[src/rtl/pc_run_ctrl.sv]
// pc_run_ctrl -- run/pause/single-step sequencer for the program counter.
//
// Produces the PC update enable and the wrap-to-zero load for the PC register
// beside it. The pause switch and the step button are synchronised (2 FF); the
// step button is also debounced, and each accepted press produces one step
// pulse. Retired PC updates are counted for the board display.
//
// Optional feature: define PC_BRKPT_EN to add the PC breakpoint (bp_addr,
// bp_valid ports and the BREAK state). Without it the ports do not exist, no
// breakpoint ever hits, and state 2'b11 is decoded as RUN.
//
// Parameters:
//   DB_CYCLES  consecutive differing synced samples before the button level flips
//   WRAP_ADDR  npc value at which the PC loads 0 instead of npc
//   CNT_W      width of retire_cnt
//
// Ports:
//   clk        system clock, rising edge
//   rst        asynchronous, active-high reset
//   sw_i       board switches; sw_i[1] = pause, other bits ignored
//   step_btn   raw single-step pushbutton (bouncy, asynchronous)
//   pc, npc    current PC and next PC
//   bp_addr    breakpoint address (PC_BRKPT_EN only)
//   bp_valid   breakpoint armed (PC_BRKPT_EN only)
//   pc_we      PC register loads this cycle
//   pc_wrap    with pc_we: PC loads 0 instead of npc
//   halted     state is PAUSE or BREAK
//   run_state  00 RUN, 01 PAUSE, 10 STEP, 11 BREAK
//   retire_cnt number of cycles with pc_we = 1 (wraps)

module pc_run_ctrl #(
    parameter int unsigned DB_CYCLES = 1_000_000,
    parameter logic [31:0] WRAP_ADDR = 32'h48,
    parameter int unsigned CNT_W     = 32
) (
    input  logic             clk,
    input  logic             rst,
    input  logic [15:0]      sw_i,
    input  logic             step_btn,
    input  logic [31:0]      pc,
    input  logic [31:0]      npc,
`ifdef PC_BRKPT_EN
    input  logic [31:0]      bp_addr,
    input  logic             bp_valid,
`endif
    output logic             pc_we,
    output logic             pc_wrap,
    output logic             halted,
    output logic [1:0]       run_state,
    output logic [CNT_W-1:0] retire_cnt
);

    localparam int unsigned DbW = (DB_CYCLES > 1) ? $clog2(DB_CYCLES) : 1;
    localparam logic [DbW-1:0] DbLast = DbW'(DB_CYCLES - 1);

    typedef enum logic [1:0] {
        StRun   = 2'b00,
        StPause = 2'b01,
        StStep  = 2'b10,
        StBreak = 2'b11
    } run_state_e;

    // Synchronisers
    logic pause_meta_q, pause_sync_q;
    logic step_meta_q, step_sync_q;

    // Debouncer
    logic           step_level_q, step_level_d;
    logic [DbW-1:0] db_cnt_q, db_cnt_d;
    logic           step_pulse_q, step_pulse_d;

    // Sequencer
    run_state_e       state_q, state_d, cur_st;
    logic [CNT_W-1:0] retire_cnt_q, retire_cnt_d;
    logic             bp_hit;

`ifdef PC_BRKPT_EN
    assign cur_st = state_q;
    assign bp_hit = (cur_st == StRun) & bp_valid & (pc == bp_addr);

    logic unused_sw;
    assign unused_sw = ^{sw_i[15:2], sw_i[0]};
`else
    // BREAK cannot be entered without the breakpoint; treat it as RUN.
    assign cur_st = (state_q == StBreak) ? StRun : state_q;
    assign bp_hit = 1'b0;

    logic unused_in;
    assign unused_in = ^{sw_i[15:2], sw_i[0], pc};
`endif

    // The accepted level flips only after DB_CYCLES consecutive cycles of
    // disagreement; any agreeing sample restarts the count.
    always_comb begin
        step_level_d = step_level_q;
        db_cnt_d     = db_cnt_q;
        step_pulse_d = 1'b0;
        if (step_sync_q == step_level_q) begin
            db_cnt_d = '0;
        end else if (db_cnt_q == DbLast) begin
            step_level_d = step_sync_q;
            db_cnt_d     = '0;
            step_pulse_d = step_sync_q;  // only a 0->1 flip is a press
        end else begin
            db_cnt_d = db_cnt_q + DbW'(1);
        end
    end

    // Next state. A step pulse outside PAUSE/BREAK is simply dropped.
    always_comb begin
        state_d = cur_st;
        unique case (cur_st)
            StRun: begin
                if (bp_hit)            state_d = StBreak;
                else if (pause_sync_q) state_d = StPause;
                else                   state_d = StRun;
            end
            StPause: begin
                if (!pause_sync_q)     state_d = StRun;  // releasing pause beats a step
                else if (step_pulse_q) state_d = StStep;
                else                   state_d = StPause;
            end
            StStep: state_d = StPause;
            StBreak: begin
`ifdef PC_BRKPT_EN
                state_d = step_pulse_q ? StStep : StBreak;
`else
                state_d = StRun;
`endif
            end
            default: state_d = StRun;
        endcase
    end

    // The hit cycle masks pc_we so the PC holds at the breakpoint address.
    assign pc_we     = ~rst & (((cur_st == StRun) & ~bp_hit) | (cur_st == StStep));
    assign pc_wrap   = pc_we & (npc == WRAP_ADDR);
    assign halted    = (cur_st == StPause) | (cur_st == StBreak);
    assign run_state = cur_st;

    always_comb begin
        retire_cnt_d = retire_cnt_q;
        if (pc_we) begin
            retire_cnt_d = retire_cnt_q + CNT_W'(1);
        end
    end

    assign retire_cnt = retire_cnt_q;

    always_ff @(posedge clk or posedge rst) begin
        if (rst) begin
            pause_meta_q <= 1'b0;
            pause_sync_q <= 1'b0;
            step_meta_q  <= 1'b0;
            step_sync_q  <= 1'b0;
            step_level_q <= 1'b0;
            db_cnt_q     <= '0;
            step_pulse_q <= 1'b0;
            state_q      <= StRun;
            retire_cnt_q <= '0;
        end else begin
            pause_meta_q <= sw_i[1];
            pause_sync_q <= pause_meta_q;
            step_meta_q  <= step_btn;
            step_sync_q  <= step_meta_q;
            step_level_q <= step_level_d;
            db_cnt_q     <= db_cnt_d;
            step_pulse_q <= step_pulse_d;
            state_q      <= state_d;
            retire_cnt_q <= retire_cnt_d;
        end
    end

endmodule

[config.mk]
export PLATFORM = sky130hd
export DESIGN_NAME = pc_run_ctrl
export DESIGN_NICKNAME = d
export VERILOG_FILES = /design/src/rtl/pc_run_ctrl.sv
export SDC_FILE = /design/constraint.sdc
export NUM_CORES = 1
export LEC_CHECK = 0
export ABC_AREA = 1
export CAP_MARGIN = 15
export CORE_ASPECT_RATIO = 0.7
export CORE_MARGIN = 3
export CORE_UTILIZATION = 49
export CTS_BUF_LIST = sky130_fd_sc_hd__clkbuf_4 sky130_fd_sc_hd__clkbuf_8 sky130_fd_sc_hd__clkbuf_16
export DETAILED_ROUTE_END_ITERATION = 6
export PLACE_DENSITY = 0.89
export SETUP_SLACK_MARGIN = 0.4
export SLEW_MARGIN = 40
export SYNTH_ARGS = -nofsm -noshare
export SYNTH_HDL_FRONTEND = slang
export SYNTH_SLANG_ARGS = --single-unit
export TNS_END_PERCENT = 100
[constraint.sdc]
create_clock -name clk -period 2.6 [get_ports clk]
set_input_delay 0.26 -clock clk [delete_from_list [all_inputs] [get_ports clk]]
set_output_delay 0.26 -clock clk [all_outputs]
set_load 0.02 [all_outputs]
==> impl_results.md, run 1 <==
- Outcome: completed
- IR drop worst, VDD: 0.360 mV
- Number of setup buffers added after CTS: 0
- Post-CTS Resized: 2
- Final Hold Vio Count: 0
- All-Layer GR Usage: 0.225
- DR iter-0 viols: 238
- Total die area: 0.00808 mm²
- Internal power: 1.51 mW
- Fin Setup TNS: 0 ns
- Grt total ovfl: 0
- Max_slew headroom: 0.732
- Comb pwr share: 0.177
- Worst Tran Pin Value: 0.402 ns
- Num Clock Sinks: 60
- Area contributors post-synth: dfrtp_1 44%, nand2_1 9.8%, nor2_1 7.6%, inv_1 5.8%, xnor2_1 3.8%
- I/O Pins: 120
- Final ANT Viol Nets: 0
- Worst skew pair latency: 0.33 ns
- Post-synth top cells: 90 x nand2_1, 70 x nor2_1, 60 x dfrtp_1
- Met2 Usage GRT: 0.376
- Fin crit share: 0.784
- Vias: 3,063
- Switching power: 0.622 mW
- Clk buf depth: 2
- Vias per cell: 5.07
- Met1 GRT Util: 0.288
- Final Skew: 0.00658 ns
- Distinct cells, synth: 28
- Dpl cell area: 0.00427 mm²
- Starting Density: 0.528
- Pin count of the biggest net entering global routing: 61
- Residual DRC: 0
- CP Capture Type: output pin
- Syn Nets: 513
- H-tree depth: 3
- Critical path type: reg -> out
- Fillers: 508
- RSZ-0062 raised after global routing: no
- Reg-to-reg endpoint: retire_cnt[27]$_DFFE_PP0P_
- Area share of the largest cell type after synthesis: 0.437
- Crit path to: pc_we
- CTS tree: built
- Final #Nets: 596
- Leakage power: 2.05 nW
- Most frequent cell after synthesis: nand2_1
- Clock power share: 0.328
- Antenna Cells: 0
- Reg2Reg Setup Slack: 0.80 ns
- Hold Crit Class: reg -> reg
- Seq pwr share: 0.494
- Final core utilization: 0.683
- Reg clk slew, reported paths: 0.06 ns
- CP max FO: 13
- Synthesis Warnings: 0
- Die width: 106 µm
- Row count: 24
- Die Y-Extent: 76.1 µm
- CTS Hold Bufs: 0
- Met3 Track Usage GR: 0.0483
- Area grow syn2layout: 29.4%
- Power per cell area: 480 mW/mm²
- First-pass GRT wire length: 14,700 µm
- Main synth FF type: dfrtp_1
- Share of layout cells above drive strength 1: 0.131
- Post-synthesis async set-or-reset flop share: 1.00
- Max Freq: 0.491 GHz
- CTS Buf Count: 9
- Gp weighted congestion: 0.977
- Worst Path Required: 2.34 ns
- Area leader, netlist: dfrtp_1
- Busiest grt layer: met2
- Final instance area: 0.00445 mm²
- Drt total wl: 8550 µm
- Core area: 0.00652 mm²
- Final Max Slew Viols: 0
- Average size of a mapped cell: 8.07 µm²
- Buffers on Ports: 72
- Worst endpoint data arrival time: 1.78 ns
- Worst R2R Start: state_q[0]$_DFF_PP0_
- DR WL/cell: 14.2 µm
- Synthesized area: 0.00344 mm²
- Max Cap Viol: 0
- Crit path from: state_q[0]$_DFF_PP0_
- Root Driver: clkbuf_8
- Post-synth EDFFs: 0
- Vias in the first global route: 3,073
- Final setup vio count: 0
- Register area share after synthesis: 0.437
- CP Launch Type: flop
- Pre-antenna DRT Iters: 4
- Sw Share: 0.291
- Post-DP HPWL: 6620 µm
- Final min period: 2.04 ns
- Initial antenna violation count: 0
- Reg2Reg Depth: 8
- Syn Inst Count: 426
- Number of synthesized register bits: 60
## logic make-up after synthesis
group | share of synthesized area
AND/OR/NAND/NOR | 0.386
XOR/XNOR | 0.0811
buffers and inverters | 0.0673
AO/OA/AOI/OAI | 0.0146
flip-flops | 0.437
adder cells (fa/ha/maj) | 0.0146
## metrics by stage
| stage | instances | hold WS [ns] | total power [mW] | setup slack (ns) |
|---|---|---|---|---|
| after floorplan | 426 | 0.291 | 1.26 | 0.708 |
| after global placement | 588 | 0.334 | 1.43 | 0.538 |
| after detailed placement | 588 | 0.335 | 1.45 | 0.501 |
| after CTS | 603 | 0.350 | 2.15 | 0.559 |
| after global routing | 604 | 0.350 | 2.23 | 0.507 |
| final | 604 | 0.348 | 2.14 | 0.562 |
## layout make-up
type,count,area (µm²),share of cell area
inverter,57,214,0.0481
multi-input combinational,306,1710,0.383
timing repair buffer,75,753,0.169
clock buffer,10,131,0.0295
clock inverter,5,30.0,0.00675
sequential,60,1500,0.337
tap,91,114,0.0256
## metal layers
metal	wire, µm	share of wire	vias to the layer above
met4	83	0.0097	0
met1	3610	0.42	1448
li1	-	-	1498
met2	4290	0.50	109
met5	0	0	-
met3	566	0.066	8
## critical path, cell delays in order (launching register included)
cell and delay [ns]:
dfrtp_1 0.39, ha_1 0.29, nor2_2 0.15, buf_4 0.25, dlygate4sd2_1 0.37
## flip-flops by register name, summed over array words and instances (netlist names)
register      cells
db_cnt_q         20
pause_meta_q      1
pause_sync_q      1
retire_cnt       32
state_q           2
step_level_q      1
step_meta_q       1
step_pulse_q      1
step_sync_q       1
## power groups by stage
stage               Clock (mW)  Combinational (mW)  Sequential, mW
floorplan                    0               0.147            1.11
global placement             0               0.363            1.07
detailed placement           0               0.378            1.07
CTS                      0.720               0.379            1.06
global route             0.757               0.406            1.06
finish                   0.702               0.379            1.06
## how the worst min path moves through the flow
stage               cells past startpoint                     end                    from
floorplan                               0  pause_meta_q$_DFF_PP0_                 sw_i[1]
global placement                        0  pause_sync_q$_DFF_PP0_  pause_meta_q$_DFF_PP0_
detailed placement                      0  pause_sync_q$_DFF_PP0_  pause_meta_q$_DFF_PP0_
CTS                                     1  pause_meta_q$_DFF_PP0_                 sw_i[1]
global route                            1  pause_meta_q$_DFF_PP0_                 sw_i[1]
finish                                  0  pause_sync_q$_DFF_PP0_  pause_meta_q$_DFF_PP0_
## cell usage in the layout (no fill, tap or decap), types with 5 or more instances in the layout
cell type	instances
nand2_1	90
a21oi_1	6
nand4_1	18
nor2_1	70
nand2_2	16
nand3_1	26
dfrtp_1	60
xor2_1	15
nor4_1	5
nor2_2	7
clkbuf_8	9
xnor2_1	15
nor2_4	6
nand3_2	6
inv_1	53
clkdlybuf4s50_1	70
Power figures use the tool's default switching activity.
==> run 2: changes to the inputs <==
- CORE_UTILIZATION: 49 -> 46
- PLACE_DENSITY: 0.89 -> 0.84
- clock period: 2.6 -> 2.1 ns (I/O delays scaled with it)
==> run 2 against run 1 <==
  * Global-route usage decreased by 2.0 points
  * Clock skew increased by 0.0067 ns
  * Design area increased by 3.4%
  * Clock power increased by 55%
  * First-iteration DRC count decreased by 2.5%
  * Largest cell class unchanged
  * Critical path depth increased by 3
  * Final cell count increased by 1.2%
  * Largest power group unchanged
  * Critical endpoint is now pc_wrap
  * Core utilization decreased by 2.6 points
  * Wire length decreased by 0.55%
  * Flip-flop and latch count unchanged
  * Die area increased by 6.1%
  * Highest routed layer unchanged
==> impl_results.md, run 2 (synthesis results as in run 1) <==
- CTS tree: built
- CP max FO: 2
- I/O Pins: 120
- CP Launch Type: flop
- Row count: 25
- Max_slew headroom: 0.639
- Reg2Reg Setup Slack: 0.41 ns
- Critical path type: reg -> out
- First-pass GRT wire length: 13,800 µm
- Dpl cells: 593
- Worst endpoint data arrival time: 1.54 ns
- Reg clk slew, reported paths: 0.06 ns
- Final min period: 1.75 ns
- Power per cell area: 624 mW/mm²
- All-Layer GR Usage: 0.206
- Fillers: 563
- Commonest cells after routing, fill and taps aside: 90 x nand2_1, 65 x nor2_1, 60 x dfrtp_1
- Max Freq: 0.570 GHz
- Worst R2R Start: state_q[1]$_DFF_PP0_
- Final #Nets: 601
- Final ANT Viol Nets: 0
- Worst Tran Pin Value: 0.542 ns
- Die Y-Extent: 78.3 µm
- Pin count of the biggest net entering global routing: 61
- Initial antenna violation count: 0
- Worst Path Required: 1.89 ns
- Final setup vio count: 0
- Fin Setup TNS: 0 ns
- Reg-to-reg endpoint: retire_cnt[27]$_DFFE_PP0P_
- Outcome: completed
- Hold Crit Depth: 1
- WHS: 0.318 ns
- Final Hold Vio Count: 0
- Reg2Reg Depth: 10
- Residual DRC: 0
- Grt total ovfl: 0
- Register area: 0.00150 mm²
- Post-DP HPWL: 6450 µm
- Final Max Slew Viols: 0
- Num Clock Sinks: 60
- Clk buf depth: 2
- Max Cap Viol: 0
- CTS Buf Count: 9
- Area grow syn2layout: 33.8%
- Layout Cells excl Fill: 611
- Root Driver: clkbuf_8
- Pre-antenna DRT Iters: 4
- Leakage power: 2.25 nW
- IR drop worst, VDD: 0.559 mV
- Vias per cell: 5.03
- Core area: 0.00701 mm²
- Antenna Cells: 0
- Die width: 109 µm
- CP Capture Type: output pin
- Crit path from: state_q[1]$_DFF_PP0_
- Starting Density: 0.491
- Worst skew pair latency: 0.34 ns
- H-tree depth: 3
- DR WL/cell: 13.9 µm
- Commonest non-fill, non-tap cell in the layout: nand2_1
- DR iter-0 viols: 232
- Crit path to: pc_wrap
- Share of layout cells above drive strength 1: 0.153
- Buffers on Ports: 72
- Fin crit share: 0.835
- Hold Crit Class: in -> reg
- Gp weighted congestion: 0.890
- Vias: 3,076
- Vias in the first global route: 2,968
- RSZ-0062 raised after global routing: yes
- Multi-input gate area: 0.00175 mm²
- Drt total wl: 8510 µm
- Largest register FFs: 32
- Total die area: 0.00857 mm²
- Final Skew: 0.0133 ns
- CTS Hold Bufs: 0
## run 2: cell types whose count changed in the layout (fill, tap and decap cells not counted), sizes merged
cell / previous run / this run
clkdlybuf4s50: 70 / 58
dlymetal6s2s: 0 / 9
buf: 3 / 10
clkbuf: 10 / 13
clkinv: 3 / 0
clkdlybuf4s15: 0 / 2
clkinvlp: 2 / 0
bufinv: 0 / 1
dlygate4sd2: 2 / 1
## run 2: final cells by class
class                      instances  area share
inverter                          57      0.0476
multi-input combinational        306       0.379
tap                               94      0.0256
sequential                        60       0.326
clock inverter                     1     0.00652
clock buffer                      13      0.0389
timing repair buffer              80       0.176
## run 2: critical path: stages, from the launching register on
cell and delay (ns):
dfrtp_1 0.35, inv_1 0.07, ha_4 0.17, nor2_4 0.11
buf_6 0.11, nand4_1 0.12, nor2_2 0.15, buf_6 0.13
## run 2: how the worst min path moves through the flow
stage / slack [ns] / to / start
after floorplan: 0.17 / db_cnt_q[0]$_DFF_PP0_ / rst
after global placement: 0.33 / step_sync_q$_DFF_PP0_ / step_meta_q$_DFF_PP0_
after detailed placement: 0.34 / pause_sync_q$_DFF_PP0_ / pause_meta_q$_DFF_PP0_
after CTS: 0.30 / step_meta_q$_DFF_PP0_ / step_btn
after global routing: 0.30 / step_meta_q$_DFF_PP0_ / step_btn
final: 0.32 / step_meta_q$_DFF_PP0_ / step_btn
## run 2: report_power, final
part	internal [mW]	switching [mW]	leakage [nW]
logic	0.232	0.243	1.35
clock network	0.665	0.424	0.108
registers	1.22	0.0905	0.795
total	2.12	0.758	2.25
## run 2: what timing repair did
action	4_1_cts	5_1_grt
cloned	0	0
pin swaps	0	7
resized for setup	9	27
setup buffers	0	4
setup endpoints to repair	11	31
## run 2: through the flow
step           instance area, µm²  worst slack [ns]  power (mW)  utilization
3_5_place_dp                 4300             0.109        1.80        0.613
3_3_place_gp                 4300             0.147        1.78        0.613
4_1_cts                      4500             0.186        2.89        0.643
5_1_grt                      4600             0.264        3.01        0.657
6_report                     4600             0.345        2.87        0.657
2_1_floorplan                3440             0.325        1.56            -
## run 2: routing by layer
layer  GRT usage  vias to the layer above  share of wire
met1       0.288                     1454           0.44
met2       0.314                       99           0.48
met4      0.0548                        0          0.016
li1            -                     1511              -
met5           0                        -              0
met3      0.0559                       12          0.064
==> run 3: changes to the inputs <==
- CORE_UTILIZATION: 46 -> 41
- PLACE_DENSITY: 0.84 -> 0.8
- clock period: 2.1 -> 1.5 ns (I/O delays scaled with it)
==> run 3 against run 2 <==
  * The run now ends with setup timing left
  * Setup slack lost 0.49 ns
  * Clock skew down 0.0047 ns
  * Combinational power up 130%
  * Sequential power up 46%
  * First-iteration DRC count up 50%
==> impl_results.md, run 3 (synthesis results as in run 1) <==
- Critical path type: reg -> reg
- Worst Tran Pin Value: 0.560 ns
- CP Capture Type: flop
- Commonest cells after routing, fill and taps aside: 64 x nand2_1, 53 x buf_4, 42 x inv_1
- CP Launch Type: flop
- Gp weighted congestion: 0.955
- Die Y-Extent: 82.6 µm
- Worst Slack Setup Final: -0.142 ns
- Residual DRC: 0
- First-pass GRT wire length: 16,500 µm
- CTS tree: built
- Initial antenna violation count: 0
- Failing checks: setup timing
- Worst skew pair latency: 0.33 ns
- Dpl cell area: 0.00449 mm²
- Antenna Cells: 0
- I/O Pins: 120
- Fin crit share: 1.09
- Fin Setup TNS: -0.901 ns
- Row count: 27
- Largest register FFs: 32
- Hold Crit Class: in -> reg
- CTS Buf Count: 9
- DR WL/cell: 19.4 µm
- Max Cap Viol: 0
- Die width: 115 µm
- Pin count of the biggest net entering global routing: 61
- Pre-CTS setup slack: -0.494 ns
- Layout Cells excl Fill: 690
- H-tree depth: 3
- Area grow syn2layout: 71.6%
- Drt total wl: 13,400 µm
- Final Hold Vio Count: 0
- Max Freq: 0.609 GHz
- Grt total ovfl: 0
- Starting Density: 0.430
- DR iter-0 viols: 347
- Root Driver: clkbuf_16
- RSZ-0062 raised after global routing: yes
- Final min period: 1.64 ns
- Leakage power: 2.77 nW
- Core area: 0.00801 mm²
- Worst Path Required: 1.71 ns
- Num Clock Sinks: 60
- Worst endpoint data arrival time: 1.86 ns
- CTS Hold Bufs: 0
- Post-DP HPWL: 6580 µm
- Final setup vio count: 22
- Vias per cell: 5.70
- Reg clk slew, reported paths: 0.05 ns
- Commonest non-fill, non-tap cell in the layout: nand2_1
- Vias in the first global route: 3,490
- Outcome: complete, but fails checks
- All-Layer GR Usage: 0.224
- Buffers on Ports: 72
- Design Power: 4.94 mW
- Max_slew headroom: 0.627
- Final #Nets: 671
- Dpl cells: 608
- Total die area: 0.00954 mm²
- Vias: 3,930
- Power per cell area: 837 mW/mm²
- IR drop worst, VDD: 0.607 mV
- Share of layout cells above drive strength 1: 0.553
- Clk buf depth: 2
- Final Max Slew Viols: 0
- Final Skew: 0.00858 ns
- CP max FO: 5
- Final ANT Viol Nets: 0
- Pre-antenna DRT Iters: 6
- Final instance area: 0.00590 mm²
run 3: final timing paths:
check	from	endpoint	slack [ns]	cells past startpoint
hold / removal	step_btn	step_meta_q$_DFF_PP0_	0.27	1
setup / recovery	state_q[1]$_DFF_PP0_	retire_cnt[30]$_DFFE_PP0P_	-0.14	11
hold reg to reg	step_meta_q$_DFF_PP0_	step_sync_q$_DFF_PP0_	0.36	0
min in group asynchronous	rst	pause_meta_q$_DFF_PP0_	0.51	4
max in group asynchronous	rst	retire_cnt[3]$_DFFE_PP0P_	0.55	4
setup reg to reg	state_q[1]$_DFF_PP0_	retire_cnt[30]$_DFFE_PP0P_	-0.14	11
run 3: per-layer routing:
layer	GRT usage	wire length [µm]	vias up
li1	-	-	1654
met1	0.272	4930	1868
met2	0.370	6480	309
met3	0.0765	1270	99
met4	0.0868	701	0
met5	0	0	-
run 3: area by class of cell:
cell class	count	area [µm²]
multi-input cells	306	2380
fillers	452	2110
flip-flops and latches	60	1550
repair buffers	150	1340
clock buffers	13	262
inverters	57	229
well taps	101	126
clock inverters	3	15.0
run 3: power breakdown:
part	switching (mW)	internal (mW)
sequential	0.181	1.72
clock	0.735	1.21
combinational	0.523	0.569
run 3: critical path, cell delays in order (launching register included):
cell     delay [ns]
dfrtp_1        0.38
inv_2          0.06
ha_4           0.17
buf_6          0.13
inv_6          0.07
nand2_8        0.08
nor2_4         0.15
nand2_2        0.11
nor2_2         0.12
nand3_1        0.11
nand2_1        0.08
nand2_1        0.06
run 3: metrics by stage:
stage / hold WS [ns] / utilization
5_1_grt: 0.271 / 0.737
4_1_cts: 0.263 / 0.651
3_3_place_gp: 0.333 / 0.561
2_1_floorplan: 0.0507 / -
6_report: 0.265 / 0.737
3_5_place_dp: 0.348 / 0.561
run 3: timing repair:
action | CTS | global route
endpoints found under the setup margin | 153 | 77
hold endpoints to repair | 0 | 0
pin swaps | 45 | 61
setup buffers | 29 | 37
gates resized for setup | 260 | 110
